[src/rtl/polaris_pkg.sv]
// Shared definitions for PolarisCPU data-bus responders: size codes,
// responder state encoding and the beat-count helper.
package polaris_pkg;

    localparam logic [1:0] SIZ_BYTE  = 2'd0;
    localparam logic [1:0] SIZ_HALF  = 2'd1;
    localparam logic [1:0] SIZ_WORD  = 2'd2;
    localparam logic [1:0] SIZ_DWORD = 2'd3;

    typedef enum logic [1:0] {
        ST_IDLE   = 2'd0,
        ST_SETUP  = 2'd1,
        ST_STROBE = 2'd2,
        ST_ACK    = 2'd3
    } state_e;

    function automatic logic [2:0] beats(input logic [1:0] siz);
        case (siz)
            SIZ_BYTE:  beats = 3'd1;
            SIZ_HALF:  beats = 3'd1;
            SIZ_WORD:  beats = 3'd2;
            SIZ_DWORD: beats = 3'd4;
            default:   beats = 3'd1;
        endcase
    endfunction

endpackage

[src/rtl/dbus_extend.sv]
// Load-result formatter: byte lane select plus sign/zero extension of an
// assembled little-endian value. Dwords pass through unchanged.
module dbus_extend
    import polaris_pkg::*;
(
    input  logic [63:0] asm_i,
    input  logic [1:0]  siz_i,
    input  logic        signed_i,
    input  logic        adr0_i,
    output logic [63:0] data_o
);

    logic [7:0] byte_s;

    // Select the addressed byte lane, then extend to 64 bits by size.
    always_comb begin
        byte_s = 8'd0;
        data_o = 64'd0;
        if (adr0_i) begin
            byte_s = asm_i[15:8];
        end else begin
            byte_s = asm_i[7:0];
        end
        case (siz_i)
            SIZ_BYTE:  data_o = {{56{signed_i & byte_s[7]}}, byte_s};
            SIZ_HALF:  data_o = {{48{signed_i & asm_i[15]}}, asm_i[15:0]};
            SIZ_WORD:  data_o = {{32{signed_i & asm_i[31]}}, asm_i[31:0]};
            SIZ_DWORD: data_o = asm_i;
            default:   data_o = 64'd0;
        endcase
    end

endmodule

[src/rtl/dbus_sram16.sv]
// PolarisCPU D-port responder driving a 16-bit asynchronous SRAM.
// Every output is a flop loaded from next-state values, so pins never glitch.
module dbus_sram16
    import polaris_pkg::*;
#(
    parameter int ADDR_W = 19,
    parameter int WAIT   = 1
) (
    input  logic              clk_i,
    input  logic              reset_i,
    input  logic              dcyc_i,
    input  logic              dstb_i,
    input  logic              dwe_i,
    input  logic [1:0]        dsiz_i,
    input  logic              dsigned_i,
    input  logic [63:0]       dadr_i,
    input  logic [63:0]       ddat_i,
    output logic [63:0]       ddat_o,
    output logic              dack_o,
    output logic [ADDR_W-1:0] sram_a_o,
    input  logic [15:0]       sram_d_i,
    output logic [15:0]       sram_d_o,
    output logic              sram_doe_o,
    output logic              sram_oe_o,
    output logic              sram_we_o,
    output logic [1:0]        sram_be_o
);

    localparam logic [3:0] WAIT_C = 4'(WAIT);

    state_e            state_q, state_d;
    logic              we_q, we_d, sgn_q, sgn_d;
    logic [1:0]        siz_q, siz_d, bc_q, bc_d;
    logic [3:0]        wc_q, wc_d;
    logic [ADDR_W:0]   adr_q, adr_d;
    logic [63:0]       dat_q, dat_d, asm_q, asm_d;
    logic [63:0]       ext_s, ddat_d;
    logic [ADDR_W-1:0] a_d;
    logic [15:0]       dout_d;
    logic [1:0]        be_d;
    logic              doe_d, oe_d, wen_d, dack_d, active_s, last_beat_s;
    logic              unused_s;

    assign unused_s    = ^dadr_i[63:ADDR_W+1];
    assign last_beat_s = ({1'b0, bc_q} == (beats(siz_q) - 3'd1));
    assign active_s    = (state_d == ST_SETUP) || (state_d == ST_STROBE);

    function automatic logic [ADDR_W:0] align_adr(input logic [ADDR_W:0] a, input logic [1:0] s);
        case (s)
            SIZ_BYTE:  align_adr = a;
            SIZ_HALF:  align_adr = {a[ADDR_W:1], 1'b0};
            SIZ_WORD:  align_adr = {a[ADDR_W:2], 2'b00};
            SIZ_DWORD: align_adr = {a[ADDR_W:3], 3'b000};
            default:   align_adr = a;
        endcase
    endfunction

    // Sequencer: request latch, beat/wait counting, read assembly, abort.
    always_comb begin
        state_d = state_q;
        we_d    = we_q;
        siz_d   = siz_q;
        sgn_d   = sgn_q;
        adr_d   = adr_q;
        dat_d   = dat_q;
        bc_d    = bc_q;
        wc_d    = wc_q;
        asm_d   = asm_q;
        case (state_q)
            ST_IDLE: begin
                if (dcyc_i && dstb_i) begin
                    we_d    = dwe_i;
                    siz_d   = dsiz_i;
                    sgn_d   = dsigned_i;
                    adr_d   = align_adr(dadr_i[ADDR_W:0], dsiz_i);
                    dat_d   = ddat_i;
                    bc_d    = 2'd0;
                    wc_d    = 4'd0;
                    asm_d   = 64'd0;
                    state_d = ST_SETUP;
                end else begin
                    state_d = ST_IDLE;
                end
            end
            ST_SETUP: begin
                if (!dcyc_i) begin
                    state_d = ST_IDLE;
                end else begin
                    wc_d    = WAIT_C;
                    state_d = ST_STROBE;
                end
            end
            ST_STROBE: begin
                if (!dcyc_i) begin
                    state_d = ST_IDLE;
                end else if (wc_q != 4'd0) begin
                    wc_d = wc_q - 4'd1;
                end else begin
                    if (!we_q) begin
                        asm_d[{bc_q, 4'b0000} +: 16] = sram_d_i;
                    end else begin
                        asm_d = asm_q;
                    end
                    if (last_beat_s) begin
                        state_d = ST_ACK;
                    end else begin
                        bc_d    = bc_q + 2'd1;
                        state_d = ST_SETUP;
                    end
                end
            end
            ST_ACK:  state_d = ST_IDLE;
            default: state_d = ST_IDLE;
        endcase
    end

    dbus_extend u_extend (
        .asm_i    (asm_d),
        .siz_i    (siz_d),
        .signed_i (sgn_d),
        .adr0_i   (adr_d[0]),
        .data_o   (ext_s)
    );

    // Next values for the pin and D-port output flops; idle pins park at zero.
    always_comb begin
        a_d    = {ADDR_W{1'b0}};
        be_d   = 2'b00;
        dout_d = 16'd0;
        doe_d  = 1'b0;
        wen_d  = 1'b0;
        oe_d   = 1'b0;
        if (active_s) begin
            a_d    = adr_d[ADDR_W:1] + ADDR_W'(bc_d);
            doe_d  = we_d;
            wen_d  = (state_d == ST_STROBE) & we_d;
            oe_d   = (state_d == ST_STROBE) & ~we_d;
            if (siz_d == SIZ_BYTE) begin
                be_d   = adr_d[0] ? 2'b10 : 2'b01;
                dout_d = {dat_d[7:0], dat_d[7:0]};
            end else begin
                be_d   = 2'b11;
                dout_d = dat_d[{bc_d, 4'b0000} +: 16];
            end
        end else begin
            a_d = {ADDR_W{1'b0}};
        end
        dack_d = (state_d == ST_ACK);
        if ((state_d == ST_ACK) && !we_d) begin
            ddat_d = ext_s;
        end else begin
            ddat_d = 64'd0;
        end
    end

    // State, request, counter and output registers with synchronous reset.
    always_ff @(posedge clk_i) begin
        if (reset_i) begin
            state_q    <= ST_IDLE;
            we_q       <= 1'b0;
            siz_q      <= 2'd0;
            sgn_q      <= 1'b0;
            adr_q      <= {(ADDR_W+1){1'b0}};
            dat_q      <= 64'd0;
            bc_q       <= 2'd0;
            wc_q       <= 4'd0;
            asm_q      <= 64'd0;
            sram_a_o   <= {ADDR_W{1'b0}};
            sram_be_o  <= 2'b00;
            sram_d_o   <= 16'd0;
            sram_doe_o <= 1'b0;
            sram_we_o  <= 1'b0;
            sram_oe_o  <= 1'b0;
            dack_o     <= 1'b0;
            ddat_o     <= 64'd0;
        end else begin
            state_q    <= state_d;
            we_q       <= we_d;
            siz_q      <= siz_d;
            sgn_q      <= sgn_d;
            adr_q      <= adr_d;
            dat_q      <= dat_d;
            bc_q       <= bc_d;
            wc_q       <= wc_d;
            asm_q      <= asm_d;
            sram_a_o   <= a_d;
            sram_be_o  <= be_d;
            sram_d_o   <= dout_d;
            sram_doe_o <= doe_d;
            sram_we_o  <= wen_d;
            sram_oe_o  <= oe_d;
            dack_o     <= dack_d;
            ddat_o     <= ddat_d;
        end
    end

endmodule

[config.mk]
export PLATFORM = sky130hd
export DESIGN_NAME = dbus_sram16
export DESIGN_NICKNAME = d
export VERILOG_FILES = /design/src/rtl/polaris_pkg.sv /design/src/rtl/dbus_extend.sv /design/src/rtl/dbus_sram16.sv
export SDC_FILE = /design/constraint.sdc
export NUM_CORES = 1
export LEC_CHECK = 0
export ABC_AREA = 1
export CORE_ASPECT_RATIO = 1.25
export CORE_MARGIN = 4
export CORE_UTILIZATION = 51
export DETAILED_ROUTE_END_ITERATION = 10
export GPL_TIMING_DRIVEN = 0
export PLACE_DENSITY_LB_ADDON = 0.3
export SETUP_SLACK_MARGIN = 0.3
export SYNTH_ARGS = -nofsm -noshare
export SYNTH_HDL_FRONTEND = slang
export SYNTH_SLANG_ARGS = --single-unit
[constraint.sdc]
create_clock -name clk_i -period 4 [get_ports clk_i]
set_clock_uncertainty 0.1 [all_clocks]
set_input_delay 0.8 -clock clk_i [delete_from_list [all_inputs] [get_ports clk_i]]
set_output_delay 0.8 -clock clk_i [all_outputs]
set_load 0.05 [all_outputs]
Word-level counts from Yosys, hierarchy flattened
Cells that the tools add are included.
W data, S select, Z words.
Storage, ports and cells
  flip-flop bits (word level): 265
  bits of input ports: 152
  word-level logic and storage cells: 106
  output and inout port bits: 105
Cells by class
  shifts and indexed selects: 3
  bitwise gates (word level): 8
  mux-type cells: 39
  equal/unequal tests: 20
  reduce and logical (&&, ||, !) cells: 14
  add/sub/neg operators: 5
Operator list (count)
  $mux W64: 6
  $pmux W64 S4: 1
  $pmux W64 S2: 1
  $pmux W20 S4: 1
  $bwmux W64: 1
  $shift A16 B8 Y64 const A: 1
  $shiftx A16 B8 Y64: 1
  $shiftx A64 B7 Y16: 1
  $mux W20: 2
  $mux W2: 12
  $eq A2 B2 Y1 const B: 10
  $add A19 B2 Y19: 1
  $mux W16: 1
  $mux W4: 4
  $pmux W4 S3: 1
  $eq A2 B1 Y1 const B: 5
  $pmux W3 S3: 1
  $logic_not A2 Y1: 4
  $mux W8: 1
  $ne A2 B2 Y1 const B: 4
  $neg A6 Y8: 1
  $pmux W2 S4: 1
  $reduce_or A2 Y1: 3
  $and A1 B1 Y1: 5
  13 further kinds: 20

Logic depth before layout (Yosys ltp)
  word-level depth: 13
  mapped depth: 23
  gate-level depth less buffers: 21

By module
Synthesis repeated with hierarchy kept, for this count alone.
Unflattened totals
  cells, all modules: 1631
  area, all modules: 12019.0 um2
By module, submodules not included
  dbus_sram16: area each 11019.3 um2, cells each 1405, sequential area each 5305.1 um2, times used 1
  dbus_extend: area each 999.7 um2, cells each 226, sequential area each 0.0 um2, times used 1

Worst setup path before layout
OpenSTA, ideal clock, no wires.
  path type: input to register
  from: input dstb_i
  to: register sram_a_o[17]
  arrival time: 3.126 ns
  path slack: 0.661 ns
  stages on the path: 19
  path buffers: 4
  library setup time: 0.113 ns
  required time: 3.787 ns
  cell sequence: nand2_1 -> nor2_4 -> buf_6 -> buf_8 -> buf_8 -> buf_6 -> or2_2 -> o211ai_1 -> inv_1 -> ha_1 -> a21oi_1 -> nor2_1 -> nand4_1 -> inv_1 -> nand2_1 -> inv_1 -> nand2_1 -> nor2_1 -> nor2_1
On the way
  elaborated cells between the ends (all ways): 13
  classes of those cells: 1 x add/sub; 2 x eq/ne; 6 x mux; 1 x bitwise; 3 x reduce/logical
RTL lines
  start, declared: RTL line dbus_sram16.sv:12  | input logic dstb_i,
  $logic_and A1 B1 Y1: RTL line dbus_sram16.sv:71  | if (dcyc_i && dstb_i) begin
  $mux W20: RTL line dbus_sram16.sv:71
  $mux W20: RTL line dbus_sram16.sv:69  | case (state_q)
  net adr_d[2]: RTL line dbus_sram16.sv:35  | logic [ADDR_W:0] adr_q, adr_d;
  $add A19 B2 Y19: RTL line dbus_sram16.sv:134  | a_d = adr_d[ADDR_W:1] + ADDR_W'(bc_d);
  end signal, assigned: RTL line dbus_sram16.sv:168  | sram_a_o <= {ADDR_W{1'b0}};
  end, declared: RTL line dbus_sram16.sv:20  | output logic [ADDR_W-1:0] sram_a_o,
The timed path passes the listed nets, and every way through them passes these cells.
A chain may end at the register's enable or synchronous reset.

Worst setup path after layout
Ends and elaborated chain as after synthesis.

==> flow_summary.ini <==
[run_status]
status = finished clean

[clock_network]
clk_path_buf_depth = 3
cts_sinks = 265
h-tree-depth = 1
cts_hold_buf = 0
clk_pin_slew_ns = 0.06
cts_tree = built
clk_latency_ns = 0.54
cts_buffers = 27
root_buffer = clkbuf_16

[setup_path]
path_max_fanout = 10
cpMaxStageDelayCell = clkdlybuf4s50_1
slowest_delay_ns = 0.46
crit_chain = clkdlybuf4s50_1 -> nand2_2 -> nor2_4 -> buf_6 -> buf_8 -> buf_12 -> buf_12 -> or2_2 -> o211ai_1 -> inv_1 -> ha_1 -> a21oi_1 -> nor2_2 -> nand4_1 -> inv_2 -> nand2_1 -> inv_1 -> nand2_1 -> nand2_1 -> nand2_1 -> nor2_1
crit_type = primary input to flop
crit_family = buffers and inverters
worstPathRequired_ns = 4.38
cp-start-kind = primary input
critPathCaptureType = flop
path_buf_inv = 8
crit_arrival_ns = 3.88
cpMostUsedCell = nand2_1

[routing]
avgViaCountPerCell = 5.33
via_count = 11300
postRouteAntennaNets = 0
drc = 0
detail_route.wirelength_um = 35100
drt_iter0_drc = 934
drt_pre_antenna_iters = 7
avgRoutedWirePerCell_um = 16.6

[power_and_ir_drop]
combPwrFrac_pct = 10.4
internal_power_mw = 4.28
clockPowerShare_pct = 42.0
net-switching-power_mw = 1.42
p_per_area_nw_per_um2 = 374
ir_drop_uv = 311
leakage_nw = 5.93
p_total_mw = 5.70
seqPwrFrac_pct = 47.7
switching_share_pct = 25.0

[placement]
dp_worst_setup_slack_ns = -0.565
dp.cells = 2065
placedInstanceArea_um2 = 14300
detailed_place_hpwl_um = 26400
gp_congestion = 0.960
port_buffers = 211

[floorplan]
core_um2 = 22500
die_w_um = 144
pin_count = 257
num_rows = 61
die_h_um = 178
die_area_um2 = 25600
initial_core_util_pct = 52.3

[global_route]
overflow = 0
grt_pass1_wl_um = 54600
grt_usage_pct = 26.6
grt_max_degree = 15
antenna_found_initial = 1
grt_pass1_vias = 10700

[sta]
rsz0062_at_grt = true
layout_setup_ws_ns = 0.491
hold_violations = 0
slew_headroom_pct = 51.5
fin_crit_sh_pct = 87.7
setup_viol = 0
min_period_ns = 3.51
worstMarginPinSlew_ns = 0.727
max_freq_ghz = 0.285
hold_ws_ns = 0.381
tns_ns = 0
maxSlewViolCount = 0

[synthesis]
async_flop_share_pct = 0
synth_fp_nets = 1738
synth_area_um2 = 11800
avgSynthCellArea_um2 = 7.50
ys_seq_elements = 265
ys.flop_type = dfxtp_1
synthCells = 1571
synth_cell_types = 41
synth-seq-area-share_pct = 45.0
synth_enable_flop_cells = 0
yosysWarnings = 0

[hold_path]
hp-class = flop to flop

[cells_and_area]
fin_cells = 2118
drive_above_1_share_pct = 10.1
design_area_um2 = 15200
area_growth_pct = 29.2
nets = 1985
diodes = 0
utilization_pct = 67.6
multi_input_area_um2 = 5340
register_area_um2 = 5310
fillCellCount = 1873

[run]
drv_cap = 0
[placed cells by master (no fill, tap or decap), drive strengths merged, types with 44 or more instances in the layout]
master         instances
nand2                275
dfxtp                265
clkdlybuf4s50        210
nor2                 196
a21oi                195
inv                  181
clkbuf                90
nand3                 86
o21ai                 81
mux2i                 64
buf                   50
nor3                  44
[cells in the mapped netlist, types with 4 or more instances]
library cell | instances | area [um^2]
buf_6 | 9 | 101
nand4_1 | 4 | 25.0
ha_1 | 14 | 175
nand3_1 | 86 | 430
nor3_1 | 42 | 210
o22ai_1 | 14 | 87.6
nand2_1 | 267 | 1000
nand2_2 | 6 | 37.5
mux2i_1 | 64 | 641
buf_2 | 24 | 120
a211oi_1 | 4 | 30.0
o21ai_0 | 64 | 320
dfxtp_1 | 265 | 5310
o21ai_2 | 6 | 52.6
o211ai_1 | 17 | 128
nor2_1 | 190 | 713
a21oi_2 | 20 | 175
buf_4 | 7 | 52.6
clkbuf_1 | 55 | 206
inv_2 | 8 | 30.0
a21oi_1 | 175 | 876
or2_2 | 19 | 119
inv_1 | 171 | 642
o21ai_1 | 11 | 55.1
[path summary, 6_finish.rpt]
check | start | to | slack (ns) | cells after the start
setup / recovery | dstb_i | sram_a_o[17] | 0.49 | 21
hold / removal | adr_q[1] | adr_q[1] | 0.38 | 2
setup reg to reg | wc_q[0] | sram_a_o[18] | 0.54 | 21
hold reg to reg | adr_q[1] | adr_q[1] | 0.38 | 2
[worst min-delay path, stage by stage, from the launching register on]
cell     delay, ns
dfxtp_1       0.30
nand2_1       0.07
a21oi_1       0.06
[sequential cells by signal (all words and copies together) (netlist names), 2 cells and up]
register   count
sram_d_o      16
sram_be_o      2
sram_a_o      19
dat_q         64
bc_q           2
asm_q         64
ddat_o        64
adr_q         20
state_q        2
siz_q          2
wc_q           4
[cells by family after synthesis]
logic type	Yosys count	synth area share, %
and+or+nand+nor	631	22.7
AOI/OAI and AO/OA	315	14.9
buffers and inverters	280	10.2
DFF	265	45.0
muxes	64	5.44
adders and majority gates	15	1.66
xor gates and xnor gates	1	0.0743
[final cells by class]
cell class	instances	share of cell area, %
plain buffers	99	3.58
clock buffers	34	5.00
clock inverters	12	0.468
inverters	181	4.52
multi-input cells	1026	35.1
flip-flops and latches	265	34.8
well taps	283	2.33
repair buffers	218	14.2
[per-layer routing]
metal  vias to the layer above  routed length (um)  global-route usage [%]
met5                         -                   7                       0
li1                       5575                   -                       -
met2                       495               17100                    46.7
met3                       124                2640                    4.93
met4                         2                1770                    12.0
met1                      5084               13600                    31.3
[power groups by stage]
| stage | Clock [mW] | Sequential [mW] | Combinational (mW) |
|---|---|---|---|
| global placement | 0 | 2.77 | 0.560 |
| floorplan | 0 | 2.80 | 0.304 |
| global route | 2.52 | 2.72 | 0.642 |
| detailed placement | 0 | 2.78 | 0.568 |
| CTS | 2.41 | 2.72 | 0.577 |
| finish | 2.39 | 2.72 | 0.592 |
[repair_timing]
action / in CTS / in global routing
cloned: 0 / 0
resized for setup: 14 / 22
hold endpoints to repair: 0 / 0
buffers inserted: 2 / 5
pin swaps: 3 / 6
endpoints found under the setup margin: 29 / 27
Power figures use the tool's default switching activity.
==> RTL change 1, RTL diff (config.mk and constraints unchanged) <==
Set the parameter `ADDR_W` to 38 (it was 19).
--- a/src/rtl/dbus_sram16.sv
+++ b/src/rtl/dbus_sram16.sv
@@ -4,5 +4,5 @@
     import polaris_pkg::*;
 #(
-    parameter int ADDR_W = 19,
+    parameter int ADDR_W = 38,
     parameter int WAIT   = 1
 ) (
Ports: changed (resized sram_a_o); port bits go from 257 to 276. No check against the original RTL was run, so the function may have changed too.
==> RTL change 1 against the original RTL <==
Via count rose by 16%; routed wire length rose by 20%; sequential cell count rose by 38; synthesized area rose by 15%; hold slack got worse by 0.012 ns; critical path depth fell by 2; worst setup slack got worse by 0.024 ns; first-iteration DRC count fell by 1.8%; utilization rose by 0.067 points; total power rose by 21%; sequential share of layout area fell by 0.50 points; final area rose by 16%.
==> RTL change 1: results (changes against the original RTL) <==
* Status: finished clean (unchanged)
* Worst-path fanout max at 10 (unchanged)
* Initial antenna violation count at 4 (was 1)
* FILL cells at 2,275 (was 1,873)
* IO buf count at 249 (was 211)
* Rel. slew slack at 55.6% (was 51.5%)
* Pleak at 0.00775 uW (was 0.00593 uW)
* Post-Syn Nets at 2,026 (was 1,738)
* DRT Pass-1 Iters at 5 (was 7)
* Fin nets at 2,316 (was 1,985)
* Post-Place Worst Slack at -0.711 ns (was -0.565 ns)
* Iter 0 DRT Violations at 917 (was 934)
* CTS H-Tree Depth at 1 (unchanged)
* CP arrival at 3.88 ns (about the same)
* Worst hold path class: reg -> reg (unchanged)
* Slowest cell on the critical path: dfxtp_1 (was clkdlybuf4s50_1)
* Yosys warns at 0 (unchanged)
* Vias in the first global route at 12,500 (was 10,700)
* First-pass GRT wire length at 65.0 mm (was 54.6 mm)
* Synth async-reset ratio at 0% (unchanged)
* Area after DPL at 16,400 sq um (was 14,300 sq um)
* Reg clk slew, reported paths at 0.06 ns (about the same)
* P_sw at 1660 uW (was 1420 uW)
* Avg WL per Cell at 16.7 um (was 16.6 um)
* Total GRT Usage at 27.5% (was 26.6%)
* CTS Root Cell: clkbuf_16 (unchanged)
* Max VDD drop at 0.339 mV (was 0.311 mV)
* Largest regs: asm_q (64), dat_q (64), ddat_o (64) (unchanged)
* Vias per cell at 5.21 (was 5.33)
* Critical path's top delay family: simple AND/OR/NAND/NOR gates (was buffers and inverters)
* Share of cells above drive strength 1 at 9.30% (was 10.1%)
* Largest net degree at the start of global routing at 16 (was 15)
* CTS Buf Count at 30 (was 27)
* Final HPWL DP at 32.1 mm (was 26.4 mm)
* Distinct cells, synth at 42 (was 41)
* Clk_lat worst skew at 0.56 ns (was 0.54 ns)
* Maximum clock path buffer count at 3 (unchanged)
* Post-synth top cells: nand2_1, dfxtp_1, nor2_1 (unchanged)
* Pwr dens at 389 nW/um^2 (was 374 nW/um^2)
* Area contributors post-synth: dfxtp_1, nand2_1, nor2_1 (was dfxtp_1, nand2_1, a21oi_1)
* Routability Congestion at 0.946 (was 0.960)
* CP max stage delay at 0.39 ns (was 0.46 ns)
* Final setup vio count at 0 (unchanged)
* Seq/Total Area, Yosys at 44.9% (was 45.0%)
RTL change 1: cell families (layout without fill, tap and decap cells):
kind of cell	after synthesis	count (layout)	share of synthesized area (%)
and+or+nand+nor	983	983	31.3
other	0	3	0
muxes	65	65	4.81
xor gates and xnor gates	2	2	0.130
buffers and inverters	268	581	8.46
adders and majority gates	15	15	1.44
DFF	303	303	44.9
AOI/OAI and AO/OA	223	223	8.98
RTL change 1: power by group through the flow:
stage          Combinational [uW]  Sequential, uW  Clock [uW]
6_report                      700            3110        3070
5_1_grt                       754            3110        3220
4_1_cts                       687            3110        3100
3_5_place_dp                  677            3180           0
3_3_place_gp                  670            3170           0
2_1_floorplan                 356            3210           0
RTL change 1: timing repair:
item | 4_1_cts | 5_1_grt
gates resized for setup | 12 | 11
cloned | 0 | 0
buffers inserted | 2 | 7
pin swaps | 0 | 3
endpoints found under the setup margin | 26 | 14
RTL change 1: worst paths after layout:
kind | slack [ns] | cells after the start | endpoint | start
worst max register to register | 0.47 | 19 | sram_a_o[13] | state_q[0]
worst min-delay path | 0.37 | 2 | asm_q[62] | asm_q[62]
worst min register to register | 0.37 | 2 | asm_q[62] | asm_q[62]
worst max-delay path | 0.47 | 19 | sram_a_o[13] | state_q[0]
RTL change 1: layer usage:
metal  track usage (%)  vias up  wire length [um]  part of all wire (%)
met4              11.1        4              1660                   3.9
met5                 0        -                34                 0.081
li1                  -     6500                 -                     -
met2              50.4      513             21200                    50
met1              31.7     5979             16200                    38
met3              4.91      109              3020                   7.2
RTL change 1: through the flow:
stage / std cells / hold WS, ns / power (uW) / setup TNS, ns
2_1_floorplan: 1859 / 0.347 / 3570 / 0
3_3_place_gp: 2448 / 0.356 / 3840 / -10.60
3_5_place_dp: 2448 / 0.360 / 3850 / -13.15
4_1_cts: 2505 / 0.370 / 6900 / 0
5_1_grt: 2514 / 0.388 / 7090 / 0
6_report: 2515 / 0.369 / 6880 / 0
RTL change 1: worst reg2reg max path: cells and delay by family (launching register included):
family	cells	cell delay, ns
AO/OA/AOI/OAI	4	0.56
flip-flops	1	0.39
AND/OR/NAND/NOR	6	0.92
buffers and inverters	7	0.89
adder cells (fa/ha/maj)	2	0.58
RTL change 1: final cells by class:
cell class	count	area share, %
inverter	168	3.57
tap	340	2.41
buffer	100	3.02
timing repair buffer	258	14.5
clock buffer	40	4.98
clock inverter	15	1.20
sequential	303	34.3
antenna	3	0.0425
multi-input combinational	1288	35.9
==> RTL change 2, RTL diff (same flow settings) <==
Without the edit above. Encoding of `state_e`: now one-hot (4 bits for 4 states).
--- a/src/rtl/polaris_pkg.sv
+++ b/src/rtl/polaris_pkg.sv
@@ -8,9 +8,9 @@
     localparam logic [1:0] SIZ_DWORD = 2'd3;
 
-    typedef enum logic [1:0] {
-        ST_IDLE   = 2'd0,
-        ST_SETUP  = 2'd1,
-        ST_STROBE = 2'd2,
-        ST_ACK    = 2'd3
+    typedef enum logic [3:0] {
+        ST_IDLE   = 4'b0001,
+        ST_SETUP  = 4'b0010,
+        ST_STROBE = 4'b0100,
+        ST_ACK    = 4'b1000
     } state_e;
 
Function: same outputs for any inputs over 4 cycles, from zero or initial values and one cycle with reset_i high; so few cycles prove little.
==> RTL change 2 against the original RTL <==
Routed wire length rose by 3.9%; global-route usage rose by 0.14 points; clock power rose by 9.2%; synthesized area rose by 1.5%; sequential share of layout area fell by 0.16 points; die area rose by 1.5%; via count rose by 4.3%; synthesized cell count rose by 8.8%; worst setup slack improved by 0.038 ns; total power rose by 11%; critical path depth fell by 1; sequential cell count rose by 2; final area rose by 1.2%; critical path type is now reg -> reg; critical endpoint is now sram_a_o[16].
==> RTL change 2: results (changes against the original RTL) <==
* Iter 0 DRT Violations at 853 (was 934)
* FILL cells at 2,003 (was 1,873)
* Area contributors post-synth: dfxtp_1, nand2_1, nor2_1 (was dfxtp_1, nand2_1, a21oi_1)
* Pleak at 0.00632 uW (was 0.00593 uW)
* Post-Place Worst Slack at -0.501 ns (was -0.565 ns)
* DRT Pass-1 Iters at 6 (was 7)
* Total GRT Usage at 26.8% (was 26.6%)
* Least-Margin Pin Slew at 0.849 ns (was 0.727 ns)
* DRT Wirelength at 36.4 mm (was 35.1 mm)
* Synth Instances at 1,710 (was 1,571)
* CP arrival at 3.81 ns (was 3.88 ns)
* Core Util, Final at 66.9% (was 67.6%)
* Worst reg2reg path depth at 20 (was 21)
* Seq/Total Area, Yosys at 44.7% (was 45.0%)
* Share of cells above drive strength 1 at 10.2% (was 10.1%)
* Post-synth top cells: nand2_1, dfxtp_1, nor2_1 (unchanged)
* Non-filler cells, final at 2,254 (was 2,118)
* Dpl cells at 2,208 (was 2,065)
* Routability Congestion at 0.965 (was 0.960)
* First-pass GRT wire length at 56.3 mm (was 54.6 mm)
* Fin nets at 2,111 (was 1,985)
* Clk_lat worst skew at 0.54 ns (about the same)
* Post-CTS setup buffers at 0 (was 2)
* Max VDD drop at 0.368 mV (was 0.311 mV)
* Vias per cell at 5.22 (was 5.33)
* Post-Syn Nets at 1,871 (was 1,738)
* Vias in the first global route at 11,300 (was 10,700)
* Min Hold Slack at 0.387 ns (was 0.381 ns)
* Status: finished clean (unchanged)
* CTS Buf Count at 26 (was 27)
* Post-CTS resize count at 9 (was 14)
* Critical path's top delay family: simple AND/OR/NAND/NOR gates (was buffers and inverters)
* Area after DPL at 14,400 sq um (was 14,300 sq um)
* Slowest cell on the critical path: fa_2 (was clkdlybuf4s50_1)
[RTL change 2: changes by cell type after synthesis, sizes merged, moves of 6 or more]
cell    unedited run  this run
a21oi            195       147
nand3             86       107
ha                14         8
or2               22        45
nand2            275       378
o21ai             81       125
nor3              44        16
mux2i             64         1
inv              180       228
nor2             196       246
o211ai            17         8
nand4              4        17
[RTL change 2: kinds of logic (layout without fill, tap and decap cells)]
logic type	after synthesis	after routing	synth area share, %
AO/OA/AOI/OAI	293	293	14.1
multiplexers	1	1	0.0837
flip-flops	267	267	44.7
adder cells (fa/ha/maj)	9	9	1.00
AND/OR/NAND/NOR	812	812	29.0
XOR/XNOR	2	2	0.146
buffers and inverters	326	582	11.0
[RTL change 2: layout make-up]
cell class              instances  share of cell area (%)
clock inverters                10                    1.23
well taps                     288                    2.34
inverters                     229                    5.59
plain buffers                  97                    3.00
multi-input cells            1117                    34.8
clock buffers                  34                    4.61
flip-flops and latches        267                    34.7
repair buffers                212                    13.8
[RTL change 2: final timing paths]
| kind | start | slack [ns] | end |
|---|---|---|---|
| worst min register to register | adr_q[14] | 0.39 | adr_q[14] |
| worst max register to register | wc_q[0] | 0.53 | sram_a_o[16] |
| worst max-delay path | wc_q[0] | 0.53 | sram_a_o[16] |
| worst min-delay path | adr_q[14] | 0.39 | adr_q[14] |
[RTL change 2: where the power goes]
group          total, uW  switching (uW)  internal, uW
Sequential          2790            29.8          2760
Combinational        909             589           319
Clock               2610            1040          1570
Total               6310            1660          4640
[RTL change 2: tightest hold or removal path, cell delays in order (launching register included)]
cell and delay, ns:
dfxtp_1 0.30, nand2_1 0.08, a21oi_1 0.06
[RTL change 2: routing by layer]
layer / part of all wire [%] / GRT usage, %
met5: 0.022 / 0
met4: 5.4 / 13.7
met3: 6.2 / 3.41
met2: 49 / 50.1
met1: 39 / 30.1
